--- src/rtl/hit_map_assembler.sv ---
// Rebuilds a per-event strip hit map from a descending stream of hit addresses and
// presents it with a valid/ready handshake, a saturating hit count and protocol-error flags.

module hit_map_bit (
    input  logic clk,
    input  logic rst,
    input  logic i_set,
    input  logic i_clr,
    output logic o_bit
);
    always_ff @(posedge clk or posedge rst) begin
        if (rst)        o_bit <= 1'b0;
        else if (i_clr) o_bit <= 1'b0;
        else if (i_set) o_bit <= 1'b1;
    end
endmodule

module hit_map_assembler #(
    parameter int NSTRIP      = 128,
    parameter int POS_W       = 7,
    parameter bit ORDER_CHECK = 1'b1
) (
    input  logic              clk,
    input  logic              rst,
    input  logic              hit_valid_i,
    output logic              hit_ready_o,
    input  logic [POS_W-1:0]  hit_pos_i,
    input  logic              hit_last_i,
    input  logic              no_hits_i,
    output logic [NSTRIP-1:0] map_o,
    output logic              map_valid_o,
    input  logic              map_ready_i,
    output logic [7:0]        hit_count_o,
    output logic              order_err_o,
    output logic              dup_err_o
);
    typedef enum logic {COLLECT = 1'b0, PRESENT = 1'b1} state_t;

    state_t             r_state;
    state_t             w_state_nxt;
    logic               w_accept;
    logic               w_release;
    logic               w_hit;
    logic [NSTRIP-1:0]  w_dec;
    logic [NSTRIP-1:0]  w_map;
    logic [7:0]         r_count;
    logic [POS_W-1:0]   r_prev_pos;
    logic               r_first;
    logic               r_order_err;
    logic               r_dup_err;

    assign hit_ready_o = (r_state == COLLECT);
    assign map_valid_o = (r_state == PRESENT);
    assign w_accept    = hit_valid_i && hit_ready_o;
    assign w_release   = map_valid_o && map_ready_i;
    assign w_hit       = w_accept && !no_hits_i;
    assign w_dec       = {{(NSTRIP-1){1'b0}}, 1'b1} << hit_pos_i;

    always_ff @(posedge clk or posedge rst) begin
        if (rst) r_state <= COLLECT;
        else     r_state <= w_state_nxt;
    end

    always_comb begin
        w_state_nxt = r_state;
        case (r_state)
            COLLECT: if (w_accept && hit_last_i) w_state_nxt = PRESENT;
            PRESENT: if (w_release)              w_state_nxt = COLLECT;
            default:                             w_state_nxt = COLLECT;
        endcase
    end

    // One storage cell per strip; the handshake clears the whole map in one edge.
    genvar g;
    generate
        for (g = 0; g < NSTRIP; g++) begin : g_bit
            hit_map_bit u_bit (
                .clk   (clk),
                .rst   (rst),
                .i_set (w_hit && w_dec[g]),
                .i_clr (w_release),
                .o_bit (w_map[g])
            );
        end
    endgenerate

    always_ff @(posedge clk or posedge rst) begin
        if (rst) begin
            r_count     <= 8'd0;
            r_prev_pos  <= '0;
            r_first     <= 1'b1;
            r_order_err <= 1'b0;
            r_dup_err   <= 1'b0;
        end else if (w_release) begin
            r_count     <= 8'd0;
            r_prev_pos  <= '0;
            r_first     <= 1'b1;
            r_order_err <= 1'b0;
            r_dup_err   <= 1'b0;
        end else if (w_accept) begin
            if (!no_hits_i) begin
                if (r_count != 8'hFF) r_count <= r_count + 8'd1;
                r_prev_pos <= hit_pos_i;
                r_first    <= 1'b0;
                if (!r_first && hit_pos_i == r_prev_pos)               r_dup_err   <= 1'b1;
                if (!r_first && ORDER_CHECK && hit_pos_i > r_prev_pos) r_order_err <= 1'b1;
            end else if (!r_first) begin
                // An empty-event marker is only legal as the first word of an event.
                r_order_err <= 1'b1;
            end
        end
    end

    assign map_o       = w_map;
    assign hit_count_o = r_count;
    assign order_err_o = r_order_err;
    assign dup_err_o   = r_dup_err;
endmodule

--- config.mk ---
export PLATFORM = sky130hd
export DESIGN_NAME = hit_map_assembler
export DESIGN_NICKNAME = d
export VERILOG_FILES = /design/src/rtl/hit_map_assembler.sv
export SDC_FILE = /design/constraint.sdc
export NUM_CORES = 1
export LEC_CHECK = 0
export BUFFER_PORTS_ARGS = -buffer_cell sky130_fd_sc_hd__buf_2
export CAP_MARGIN = 40
export CORE_UTILIZATION = 48
export CTS_BUF_LIST = sky130_fd_sc_hd__clkbuf_8
export DETAILED_ROUTE_END_ITERATION = 16
export GPL_ROUTABILITY_DRIVEN = 1
export PLACE_DENSITY_LB_ADDON = 0.15
export SLEW_MARGIN = 5
export SYNTH_ARGS = -nofsm -noshare
export SYNTH_HDL_FRONTEND = slang
export SYNTH_SLANG_ARGS = --single-unit
--- constraint.sdc ---
create_clock -name clk -period 13.6 [get_ports clk]
set_clock_uncertainty 0.05 [all_clocks]
set_input_delay 2.72 -clock clk [delete_from_list [all_inputs] [get_ports clk]]
set_output_delay 2.72 -clock clk [all_outputs]
set_load 0.05 [all_outputs]
==> results of run 1 <==
cells in the mapped netlist:
cell and count:
sky130_fd_sc_hd__a2111oi_0 1, sky130_fd_sc_hd__a21oi_1 89, sky130_fd_sc_hd__a22o_1 44, sky130_fd_sc_hd__a22oi_1 1, sky130_fd_sc_hd__a31oi_1 1, sky130_fd_sc_hd__and2_1 1
sky130_fd_sc_hd__and3_1 12, sky130_fd_sc_hd__and3b_1 4, sky130_fd_sc_hd__buf_1 4, sky130_fd_sc_hd__buf_2 21, sky130_fd_sc_hd__buf_4 128, sky130_fd_sc_hd__clkbuf_1 18
sky130_fd_sc_hd__dfrtp_1 146, sky130_fd_sc_hd__dfstp_2 1, sky130_fd_sc_hd__ha_1 8, sky130_fd_sc_hd__inv_1 12, sky130_fd_sc_hd__mux2i_1 1, sky130_fd_sc_hd__nand2_1 14
sky130_fd_sc_hd__nand2b_1 1, sky130_fd_sc_hd__nand3_1 5, sky130_fd_sc_hd__nand3b_1 2, sky130_fd_sc_hd__nand4_1 3, sky130_fd_sc_hd__nor2_1 91, sky130_fd_sc_hd__nor2_2 1
sky130_fd_sc_hd__nor2b_1 5, sky130_fd_sc_hd__nor3_1 1, sky130_fd_sc_hd__nor3_2 1, sky130_fd_sc_hd__nor3_4 1, sky130_fd_sc_hd__nor3b_2 8, sky130_fd_sc_hd__nor4_4 1
sky130_fd_sc_hd__o211ai_1 3, sky130_fd_sc_hd__o211ai_2 1, sky130_fd_sc_hd__o21ai_0 5, sky130_fd_sc_hd__o21ai_1 1, sky130_fd_sc_hd__o311ai_0 1, sky130_fd_sc_hd__o31ai_1 9
sky130_fd_sc_hd__or3_1 1, sky130_fd_sc_hd__or4b_1 1, sky130_fd_sc_hd__xor2_1 2
report_power, final:
group	internal (mW)	switching (mW)	total, mW
logic	0.0278	0.0891	0.117
registers	0.451	0.00984	0.461
clock network	0.156	0.155	0.311
total	0.635	0.254	0.889
how the worst min path moves through the flow:
stage / startpoint / end / cells after the start
CTS: g_bit[90].u_bit.o_bit$_DFFE_PP0P_ / g_bit[90].u_bit.o_bit$_DFFE_PP0P_ / 2
detailed placement: g_bit[90].u_bit.o_bit$_DFFE_PP0P_ / g_bit[90].u_bit.o_bit$_DFFE_PP0P_ / 2
finish: g_bit[90].u_bit.o_bit$_DFFE_PP0P_ / g_bit[90].u_bit.o_bit$_DFFE_PP0P_ / 2
global placement: g_bit[32].u_bit.o_bit$_DFFE_PP0P_ / g_bit[32].u_bit.o_bit$_DFFE_PP0P_ / 2
floorplan: g_bit[0].u_bit.o_bit$_DFFE_PP0P_ / g_bit[0].u_bit.o_bit$_DFFE_PP0P_ / 2
global route: g_bit[119].u_bit.o_bit$_DFFE_PP0P_ / g_bit[119].u_bit.o_bit$_DFFE_PP0P_ / 1
critical path: stages:
cell                      delay, ps
sky130_fd_sc_hd__buf_2          240
sky130_fd_sc_hd__nor3b_2        650
sky130_fd_sc_hd__nor2b_1        710
sky130_fd_sc_hd__a21oi_1        150
sky130_fd_sc_hd__nor2_1         120
sequential cells by signal (all words and copies together), names as in the netlist:
register and count:
g_bit.u_bit.o_bit 128, map_valid_o 1, r_first 1, dup_err_o 1, order_err_o 1, hit_count_o 8, r_prev_pos 7
per-layer routing:
metal / vias up / part of all wire, % / track usage [%]
li1: 2089 / - / -
met1: 2308 / 45 / 32.73
met2: 174 / 46 / 35.39
met3: 22 / 6.6 / 6.179
met4: 0 / 1.6 / 7.870
met5: - / 0 / 0
logic make-up (layout without fill, tap and decap cells):
group | Yosys count | in the layout | share of synthesized area [%]
buffers and inverters | 183 | 203 | 17.61
AO/OA/AOI/OAI | 156 | 156 | 14.68
AND/OR/NAND/NOR | 153 | 153 | 11.54
flip-flops | 147 | 147 | 54.29
adder cells (fa/ha/maj) | 8 | 8 | 1.477
XOR/XNOR | 2 | 2 | 0.2585
multiplexers | 1 | 1 | 0.1477
cell usage in the layout (no fill, tap or decap), drive strengths merged, types with 2 or more instances in the layout:
master / instances
inv: 16
a22o: 44
and3: 12
nor2: 92
clkbuf: 24
a21oi: 89
nand3b: 2
nand3: 5
nand2: 14
xor2: 2
and3b: 4
buf: 160
nor3b: 8
nor3: 3
nand4: 3
ha: 8
o31ai: 9
clkinv: 2
o21ai: 6
nor2b: 5
o211ai: 4
dfrtp: 146
metrics by stage:
step | setup slack, ps | cells
final | 9323 | 850
after global routing | 9200 | 850
after CTS | 9354 | 850
after detailed placement | 8885 | 819
after global placement | 8736 | 814
after floorplan | 6880 | 650
cell type report:
cell class	instances	area [µm²]
Inverter	12	50.05
Timing Repair Buffer	160	858.3
Clock buffer	24	330.3
Tap cell	180	225.2
Fill cell	1290	6744
Multi-Input combinational cell	320	1907
Clock inverter	7	32.53
Sequential cell	147	3680
==> flow_results.org, run 1 <==
** Clocking
- Clock latency on the worst-skew pair :: 450 ps
- Clock-pin slew was measured on the worst setup and hold paths at 80 ps.
- CTS saw 147 sinks.
- No sink is reached through more buffers than the 2 on the longest clock path.
- Number of clock buffers inserted by TritonCTS :: 17
- CTS placed an instance of sky130_fd_sc_hd__clkbuf_8 at the clock tree root.
- The H-tree was split into 4 levels.
- Post-CTS Hold Fix Bufs :: 0
- In this run, post-CTS repair resized a total of 0 instances.
- Setup Fix Bufs, Post-CTS :: 0
- TritonCTS built the clock tree.

** Global routing
- Entering global routing, the biggest net connects 70 pins.
- Tot GR Track Use :: 23.43%
- Wire length of the first global-routing pass :: 25430 µm
- The initial antenna violation count came to 0.
- Number of global-route vias before repair :: 4409
- Total global routing overflow :: 0

** Yosys
- The synthesized design spends more area on one cell type than any other, namely sky130_fd_sc_hd__dfrtp_1.
- After synthesis, flip-flops and latches occupy 54.29% of the total area.
- After synthesis, the cell types taking the most area are sky130_fd_sc_hd__dfrtp_1 54%, sky130_fd_sc_hd__buf_4 14%, sky130_fd_sc_hd__a21oi_1 6.6%.
- Yosys printed 0 warnings.
- The synthesized design contains 147 register bits.
- In this run the mean area of a mapped cell was 10.43 µm².
- Synthesized net count :: 671
- Syn Std Cell Area :: 6778 µm²
- Area share of the largest cell type after synthesis :: 53.90%
- Synthesis produced 650 cells.
- Counting distinct cell types in the post-synthesis netlist gives 39.

** Worst setup path
- Required time of the worst setup path :: 13930 ps
- Cell depth of the worst flop-to-flop path :: 4
- STA classifies the critical path endpoint as a flip-flop.
- End of the critical path :: g_bit[35].u_bit.o_bit$_DFFE_PP0P_
- The worst register-to-register path ends at g_bit[35].u_bit.o_bit$_DFFE_PP0P_.
- The startpoint identified for the worst register-to-register timing path is map_valid_o$_DFF_PP0_.
- Reg2Reg Setup Slack :: 11370 ps
- Along the worst path, the maximum fanout reaches 11.
- Tracing the worst setup path back leads to its startpoint at hit_pos_i[1].
- STA classifies the critical path startpoint as an input port.
- Arrival time at the worst endpoint :: 4600 ps
- The worst setup path is of the input port to flip-flop kind.

** STA
- Fin. Hold Viols :: 0
- Fin crit share :: 31.45%
- Worst-Margin Slew :: 782.1 ps
- Worst slew margin relative to its limit :: 47.58%
- # setup viols final :: 0
- Final Hold Slack :: 444.9 ps
- After routing, the total negative slack on setup checks comes to 0 ps.
- The max-slew violation count was 0.
- Min Clock Period, post-route :: 4277 ps
- For this run, the top clock speed supported by timing is 233.8 MHz.
- RSZ-0062 raised after global routing :: no

** Route
- Residual antenna-violating net count after detailed routing :: 0
- In the routed design, unresolved DRC markers number 0.
- Number of optimization iterations in the first detailed-route pass :: 5
- Dividing the detail-routed wire length by the instance count gives 19.29 µm.
- Wires add up to 16400 µm.
- The detailed router finished its first iteration with 278 violations.
- Vias :: 4593
- After detailed routing, the number of vias per cell comes to 5.404.

** Floorplan
- The floorplan step defined a die boundary enclosing 14600 µm².
- Placeable core area :: 13830 µm²
- Once the floorplan was initialized, standard cells occupied 49.02% of the core.
- Top-level I/O count :: 153
- Width of the die :: 120.8 µm
- From bottom edge to top edge, the die measures 120.8 µm.
- Row count :: 43

** Place
- Port bufs :: 152
- At the end of routability-driven placement, the weighted congestion stood at 0.8018.
- Summing all placed instances gives a cell area of 6720 µm².
- Detail Placement HPWL :: 11030 µm

** Pwr
- Power, Total :: 0.8888 mW
- Static Leak :: 3.959 nW
- Power spread over the standard cell area amounts to 125.5 nW/µm².
- Maximum vdd drop :: 0.08223 mV

** Final layout
- Summing all non-filler instances in the final layout gives an area of 7083 µm².
- Antenna cell count :: 0
- Net total in the final layout :: 679
- Area added between synthesis and finish :: 4.504%
- Share of cells above drive strength 1 :: 30.30%
- At the end of the flow the core is filled with cells to 51.23%.

** Run
- Max-cap violations in this run came to 0.

** Worst hold path
- The min-delay analysis places its worst path in the category flip-flop to flip-flop.

** Outcome
- The run finished with clean final reports.
(Power assumes the default switching activity.)
==> inputs of run 2 (changes only) <==
clock period = 4.1 ns   (was 13.6 ns; I/O delays follow)
==> run 2 against run 1 <==
Against the previous run: utilization grew 0.62 points; routed wire length is 5.1% lower; register-to-register slack lost 9500 ps; final cell count rose by 0.35%; die area stayed put; sequential cell count did not move; design area is 1.2% higher; sequential share of layout area decreased by 0.63 points; first-iteration DRC count is 2.5% lower.
==> flow_results.org, run 2 (synthesis results as in run 1) <==
** STA
- Min Clock Period, post-route :: 2344 ps
- The setup TNS was 0 ps (unchanged).
- The slew of the pin with the lowest slew margin was 817.1 ps (+35.02 ps).
- Fin crit share :: 57.17%
- Worst slew margin relative to its limit :: 45.41% (-2.2 points)
- The max-slew violation count is 0 (unchanged).
- The count of endpoints failing hold in the final timing report came to 0 (unchanged).
- Fmax achieved :: 426.6 MHz
- # setup viols final :: 0 (unchanged)
- Final Hold Slack :: 446.7 ps (+1.780 ps)
- RSZ-0062 raised after global routing :: no
- Setup slack of the critical path after layout :: 1756 ps (-7567 ps)

** Outcome
- The run finished with clean final reports.

** Route
- The aggregate routed wire length came to 15560 µm (-5.1%).
- Initial detailed-routing violation count :: 271 (-2.5%)
- Mean routed wirelength per cell :: 18.24 µm (-5.4%)
- The number of search-and-repair iterations in the first detailed-routing pass is 4 (-1).
- The remaining antenna violation count is 0 (unchanged).
- Via density per instance :: 5.292 (-2.1%)
- The number of vias after detailed routing was 4514 (-1.7%).
- Post-route DRC violation count :: 0 (unchanged)

** Worst setup path
- The worst reg-to-reg path cell count is 4 (unchanged).
- Among all stages on the critical path, the largest delay is contributed by sky130_fd_sc_hd__nor3b_2.
- Reg-to-reg startpoint :: map_valid_o$_DFF_PP0_
- Launch point of the worst path :: hit_pos_i[1]
- The data required time of the critical path was 4430 ps (-9500 ps).
- Broken down by cell family, the worst path's largest delay share belongs to simple AND/OR/NAND/NOR gates.
- The worst setup path is captured at a flip-flop.
- The maximum fanout along the worst path came to 11 (unchanged).
- Series of cell instances along the critical path :: buf_2 > nor3b_2 > nor2b_1 > a21oi_1 > nor2_1
- Endpoint of the most critical register-to-register path :: g_bit[17].u_bit.o_bit$_DFFE_PP0P_
- Setup CP Type :: input port to flip-flop
- STA classifies the critical path startpoint as an input port.
- The worst path arrival time was 2670 ps (-1930 ps).
- Maximum cell stage delay along the critical path :: 710 ps (about the same)
- The number of buffers and inverters on the critical path is 1 (unchanged).
- Reg2Reg Setup Slack :: 1910 ps (-9460 ps)

** Pwr
- Static Leak :: 3.991 nW (+0.81%)
- Maximum vdd drop :: 0.2173 mV (+160%)
- Total power per unit cell area :: 442.3 nW/µm² (+250%)
- Power, Total :: 3.171 mW (+260%)

** Final layout
- The post-layout net count was 680 (+0.15%).
- Area of the multi-input gates :: 1907 µm² (unchanged)
- Non-filler cells, final :: 853 (+0.35%)
- Share of cells above drive strength 1 :: 30.95% (+0.65 points)
- FF+latch area :: 3680 µm² (unchanged)
- The count of fill cells added during filler insertion is 1259 (-2.4%).
- Area added between synthesis and finish :: 5.778%
- The library cell used most frequently in the layout, excluding fill and tap cells, is sky130_fd_sc_hd__buf_2.
- The number of flip-flops under the largest register name is 128 (unchanged).
- Ranked by flip-flop count, first place goes to g_bit.u_bit.o_bit.
- The top cell types in the final layout, fill and taps aside, are 153 x sky130_fd_sc_hd__buf_2, 146 x sky130_fd_sc_hd__dfrtp_1, 91 x sky130_fd_sc_hd__nor2_1, 89 x sky130_fd_sc_hd__a21oi_1, 44 x sky130_fd_sc_hd__a22o_1.

** Clocking
- H-tree depth reported by CTS :: 4 (unchanged)
- The total CTS buffers was 17 (unchanged).
- Clock latency on the worst-skew pair :: 450 ps (about the same)
- The clock transition at the registers of the reported paths was 70 ps (about the same).
- Setup Fix Bufs, Post-CTS :: 0 (unchanged)
- The number of gates resized after cts was 0 (unchanged).
- The count of clock tree sinks is 147 (unchanged).
- TritonCTS built the clock tree.
- Master cell of the clock root buffer :: sky130_fd_sc_hd__clkbuf_8
- The buffer levels on the longest clock path was 2 (unchanged).
- The number of hold-repair buffers added at the cts stage was 0 (unchanged).

** Worst hold path
- The number of cells on the worst hold path came to 2 (unchanged).
- The min-delay analysis places its worst path in the category flip-flop to flip-flop.
- The path with the worst hold slack has its endpoint at g_bit[0].u_bit.o_bit$_DFFE_PP0P_.
- HP Start :: g_bit[0].u_bit.o_bit$_DFFE_PP0P_

** Global routing
- Total global routing overflow :: 0 (unchanged)
- The initial antenna violation count came to 1 (+1).
- The total global-route track usage came to 22.36% (-1.1 points).
- The wire length of the first global-routing pass is 24250 µm (-4.6%).
- Largest net degree at the start of global routing :: 148 (+110%)
- The number of global-route vias before repair was 4205 (-4.6%).

** Place
- Worst setup slack before clock tree synthesis :: 1286 ps (-7599 ps)
- Last weighted congestion value of the routability-driven placer :: 0.8161 (+1.8%)
- The count of input and output buffers was 152 (unchanged).
- The number of placed cells counting well taps is 820 (+0.12%).
- The final HPWL from detailed placement is 10410 µm (-5.6%).

** Floorplan
- The count of boundary I/O pins came to 153 (unchanged).
- Width of the die :: 120.8 µm (unchanged)
- Placeable core area :: 13830 µm² (unchanged)
- Overall die height :: 120.8 µm (unchanged)
- The total number of placement rows came to 43 (unchanged).
- Effective utilization at floorplan :: 49.02% (unchanged)
- The floorplan die area is 14600 µm² (unchanged).

** Run
- Max-cap viol count :: 0 (unchanged)
==> run 2: cell count changes in the layout (fill, tap and decap cells not counted), sizes merged <==
cell / delta
bufinv: +4
inv: -4
clkinv: +3
clkbuf: -2
buf: +1
diode: +1
==> run 2: metrics by stage <==
step | instance area [µm²] | util [%]
6_report | 7169 | 51.85
3_5_place_dp | 6711 | 48.54
5_1_grt | 7169 | 51.85
3_3_place_gp | 6686 | 48.36
2_1_floorplan | 6782 | -
4_1_cts | 7167 | 51.83
==> run 2: power breakdown <==
group	total (mW)	leakage [nW]	internal [mW]	switching, mW
logic	0.382	1.72	0.0905	0.291
clock network	1.26	0.240	0.739	0.522
registers	1.53	2.03	1.50	0.0321
total	3.17	3.99	2.33	0.845
==> run 2: worst max path at each step <==
stage                                        endpoint  cells past startpoint
floorplan                       dup_err_o$_DFFE_PP0P_                      1
global placement    g_bit[17].u_bit.o_bit$_DFFE_PP0P_                      5
detailed placement   g_bit[7].u_bit.o_bit$_DFFE_PP0P_                      5
CTS                 g_bit[35].u_bit.o_bit$_DFFE_PP0P_                      5
global route         g_bit[7].u_bit.o_bit$_DFFE_PP0P_                      5
finish              g_bit[35].u_bit.o_bit$_DFFE_PP0P_                      5
==> run 2: area by class of cell <==
type | instances | area share [%]
Inverter | 12 | 0.6806
Sequential cell | 147 | 51.33
Multi-Input combinational cell | 320 | 26.60
Clock buffer | 22 | 4.223
Tap cell | 180 | 3.141
Timing Repair Buffer | 161 | 11.87
Clock inverter | 10 | 2.129
Antenna cell | 1 | 0.03490
==> run 2: worst reg2reg max path: stages (launching register included) <==
cell and delay [ps]:
sky130_fd_sc_hd__dfrtp_1 450, sky130_fd_sc_hd__or4b_1 710, sky130_fd_sc_hd__nor2b_1 620, sky130_fd_sc_hd__a21oi_1 150, sky130_fd_sc_hd__nor2_1 130
==> run 2: routing by layer <==
| layer | up-vias | share of wire [%] | global-route usage, % | wire [µm] |
|---|---|---|---|---|
| li1 | 2098 | - | - | - |
| met1 | 2235 | 46 | 31.33 | 7131 |
| met2 | 166 | 45 | 32.71 | 7079 |
| met3 | 15 | 7.1 | 6.462 | 1105 |
| met4 | 0 | 1.6 | 8.488 | 244 |
| met5 | - | 0 | 0 | 0 |
==> inputs of run 3 (changes only) <==
clock period = 2.5 ns   (was 4.1 ns; I/O delays follow)
==> run 3 against run 2 <==
Against the previous run: sequential cell count did not move; critical path type is now flip-flop to flip-flop; setup slack got worse by 1200 ps; highest routed layer unchanged; non-clock buffer count rose by 18; design area rose by 1.7%; sequential power rose by 64%; hold slack got worse by 350 ps.
==> flow_results.org, run 3 (synthesis results as in run 1) <==
** Worst setup path
- Critical path's top delay family :: simple AND/OR/NAND/NOR gates
- Worst path slowest cell :: sky130_fd_sc_hd__or4b_1
- The worst setup path is captured at a flip-flop.
- Maximum cell stage delay along the critical path :: 710 ps (about the same)
- The worst setup path is launched from a flip-flop.
- The data required time of the critical path came to 2830 ps (-1600 ps).
- The worst path arrival time was 2290 ps (-380 ps).
- The critical path is of the flip-flop to flip-flop type.
- The number of buffers and inverters on the critical path is 0 (-1).
- The maximum fanout along the worst path came to 8 (-3).
- Walking the worst path, the cells encountered are or4b_1 > nor4_4 > a21oi_1 > nor2_1.

** Worst hold path
- Min-delay worst type :: input port to async pin

** STA
- Fmax achieved :: 509.1 MHz
- The final count of negative-setup-slack endpoints was 0 (unchanged).
- The slew of the pin with the lowest slew margin came to 495.7 ps (-321.4 ps).
- The tightest slew margin relative to the limit is 66.70% (+21 points).
- RSZ-0062 raised after global routing :: no
- Min Clock Period, post-route :: 1964 ps
- The setup TNS was 0 ps (unchanged).
- Number of slew-limit violations in the final report :: 0 (unchanged)
- Fin. Hold Viols :: 0 (unchanged)
- Fin crit share :: 78.57%

** Final layout
- The antenna diode instance count came to 0 (-1).
- The library cell used most frequently in the layout, excluding fill and tap cells, is sky130_fd_sc_hd__buf_2.
- The library cells used most frequently in the layout, excluding fill and tap cells, are 152 x sky130_fd_sc_hd__buf_2, 146 x sky130_fd_sc_hd__dfrtp_1, 91 x sky130_fd_sc_hd__nor2_1, 89 x sky130_fd_sc_hd__a21oi_1, 44 x sky130_fd_sc_hd__a22o_1.
- The proportion of layout cells with a drive suffix above 1 was 32.32% (+1.4 points).
- The post-layout net count came to 698 (+2.6%).
- Core occupancy in the finished layout :: 52.76% (+0.90 points)
- The number of flip-flops under the largest register name is 128 (unchanged).
- Area added between synthesis and finish :: 7.624%
- g_bit.u_bit.o_bit holds more flip-flops than any other register.
- Post-Layout Inst Area :: 7295 µm² (+1.7%)

** Place
- The instance area at placement was 6862 µm² (+2.2%).
- Port bufs :: 152 (unchanged)
- The final HPWL from detailed placement is 10780 µm (+3.6%).
- Last weighted congestion value of the routability-driven placer :: 0.8288 (+1.6%)

** Floorplan
- The floorplan die area came to 14600 µm² (unchanged).
- Placeable core area :: 13830 µm² (unchanged)
- The total number of placement rows was 43 (unchanged).
- Top-level I/O count :: 153 (unchanged)
- Width of the die :: 120.8 µm (unchanged)
- The overall die height came to 120.8 µm (unchanged).
- The initial standard-cell utilization of the core came to 49.02% (unchanged).

** Clocking
- H-tree depth reported by CTS :: 4 (unchanged)
- Clk buf depth :: 2 (unchanged)
- The number of hold-repair buffers added at the cts stage came to 0 (unchanged).
- The number of gates resized after cts came to 0 (unchanged).
- CTS placed an instance of sky130_fd_sc_hd__clkbuf_8 at the clock tree root.
- TritonCTS built the clock tree.
- The clock insertion delay at the later pin of the skew report is 450 ps (about the same).
- Clk pin slew, worst setup/hold paths :: 80 ps (about the same)
- Sinks on the clock net :: 147 (unchanged)
- The total CTS buffers came to 17 (unchanged).
- The setup fix buffers added after clock tree synthesis came to 0 (unchanged).

** Route
- Vias :: 4558 (+0.97%)
- Final routed wirelength across all metal layers :: 15820 µm (+1.7%)
- The detailed-route DRC error count came to 0 (unchanged).
- The mean number of vias per cell came to 5.239 (-1.0%).
- Number of optimization iterations in the first detailed-route pass :: 4 (unchanged)
- Residual antenna-violating net count after detailed routing :: 0 (unchanged)
- The average wire length per cell after detail routing is 18.19 µm (-0.30%).
- Initial detailed-routing violation count :: 229 (-15%)

** Global routing
- The maximum number of pins on one net before global-route repair was 82 (-45%).
- Antenna violations before repair :: 0 (-1)
- Number of global-route vias before repair :: 4475 (+6.4%)
- The wire length of the first global-routing pass was 24980 µm (+3.0%).
- Tot GR Track Use :: 22.92% (+0.56 points)
- Total global routing overflow :: 0 (unchanged)

** Pwr
- Total power per unit cell area :: 709.5 nW/µm² (+60%)
- The maximum vdd drop is 0.5206 mV (+140%).
- Power, Total :: 5.176 mW (+63%)
- The leakage power of the design was 4.089 nW (+2.5%).

** Run
- Max-cap viol count :: 0 (unchanged)

** Outcome
- Status :: completed
-- run 3: changes by cell type in the layout (fill, tap and decap cells not counted), sizes merged --
cell,change
bufinv,+1
inv,+3
clkbuf,-5
clkinv,+1
diode,-1
buf,+18
-- run 3: per-layer routing --
layer  up-vias  GRT usage [%]  part of all wire (%)
met5         -              0                     0
met4         0          7.562                  0.94
met3        12          7.547                   6.8
met2       150          33.89                    47
met1      2274          31.65                    46
li1       2122              -                     -
-- run 3: cell type report --
cell class,instances,area (µm²)
inverters,12,48.80
well taps,180,225.2
multi-input cells,320,1907
clock inverters,15,198.9
repair buffers,179,1001
fillers,1242,6533
clock buffers,17,234.0
flip-flops and latches,147,3680
-- run 3: per-stage QoR --
stage / hold slack, ps / std cells / worst slack (ps)
2_1_floorplan: 413.7 / 650 / 103.8
3_3_place_gp: 423.7 / 838 / 317.7
3_5_place_dp: 429.2 / 838 / 256.5
4_1_cts: 119.1 / 870 / 515.1
5_1_grt: 121.5 / 870 / 355.4
6_report: 99.54 / 870 / 535.7
-- run 3: power breakdown --
group | total [mW] | leakage, nW | switching [mW] | internal (mW)
sequential | 2.51 | 2.03 | 0.0540 | 2.45
combinational | 0.646 | 1.82 | 0.483 | 0.163
clock | 2.02 | 0.238 | 0.858 | 1.16
-- run 3: worst register-to-register path, cell delays in order, from the launching register on --
cell and delay, ps:
sky130_fd_sc_hd__dfrtp_1 440, sky130_fd_sc_hd__or4b_1 710, sky130_fd_sc_hd__nor4_4 450, sky130_fd_sc_hd__a21oi_1 130
sky130_fd_sc_hd__nor2_1 110
-- run 3: final timing paths --
path / slack, ps / to / cells past startpoint / start
worst max-delay path: 540 / g_bit[33].u_bit.o_bit$_DFFE_PP0P_ / 4 / map_valid_o$_DFF_PP0_
worst min-delay path: 100 / g_bit[96].u_bit.o_bit$_DFFE_PP0P_ / 3 / rst
worst max register to register: 540 / g_bit[33].u_bit.o_bit$_DFFE_PP0P_ / 4 / map_valid_o$_DFF_PP0_
worst min register to register: 440 / g_bit[26].u_bit.o_bit$_DFFE_PP0P_ / 2 / g_bit[26].u_bit.o_bit$_DFFE_PP0P_
max in group asynchronous: 1910 / g_bit[35].u_bit.o_bit$_DFFE_PP0P_ / 3 / rst
min in group clk: 200 / map_valid_o$_DFF_PP0_ / 2 / map_ready_i
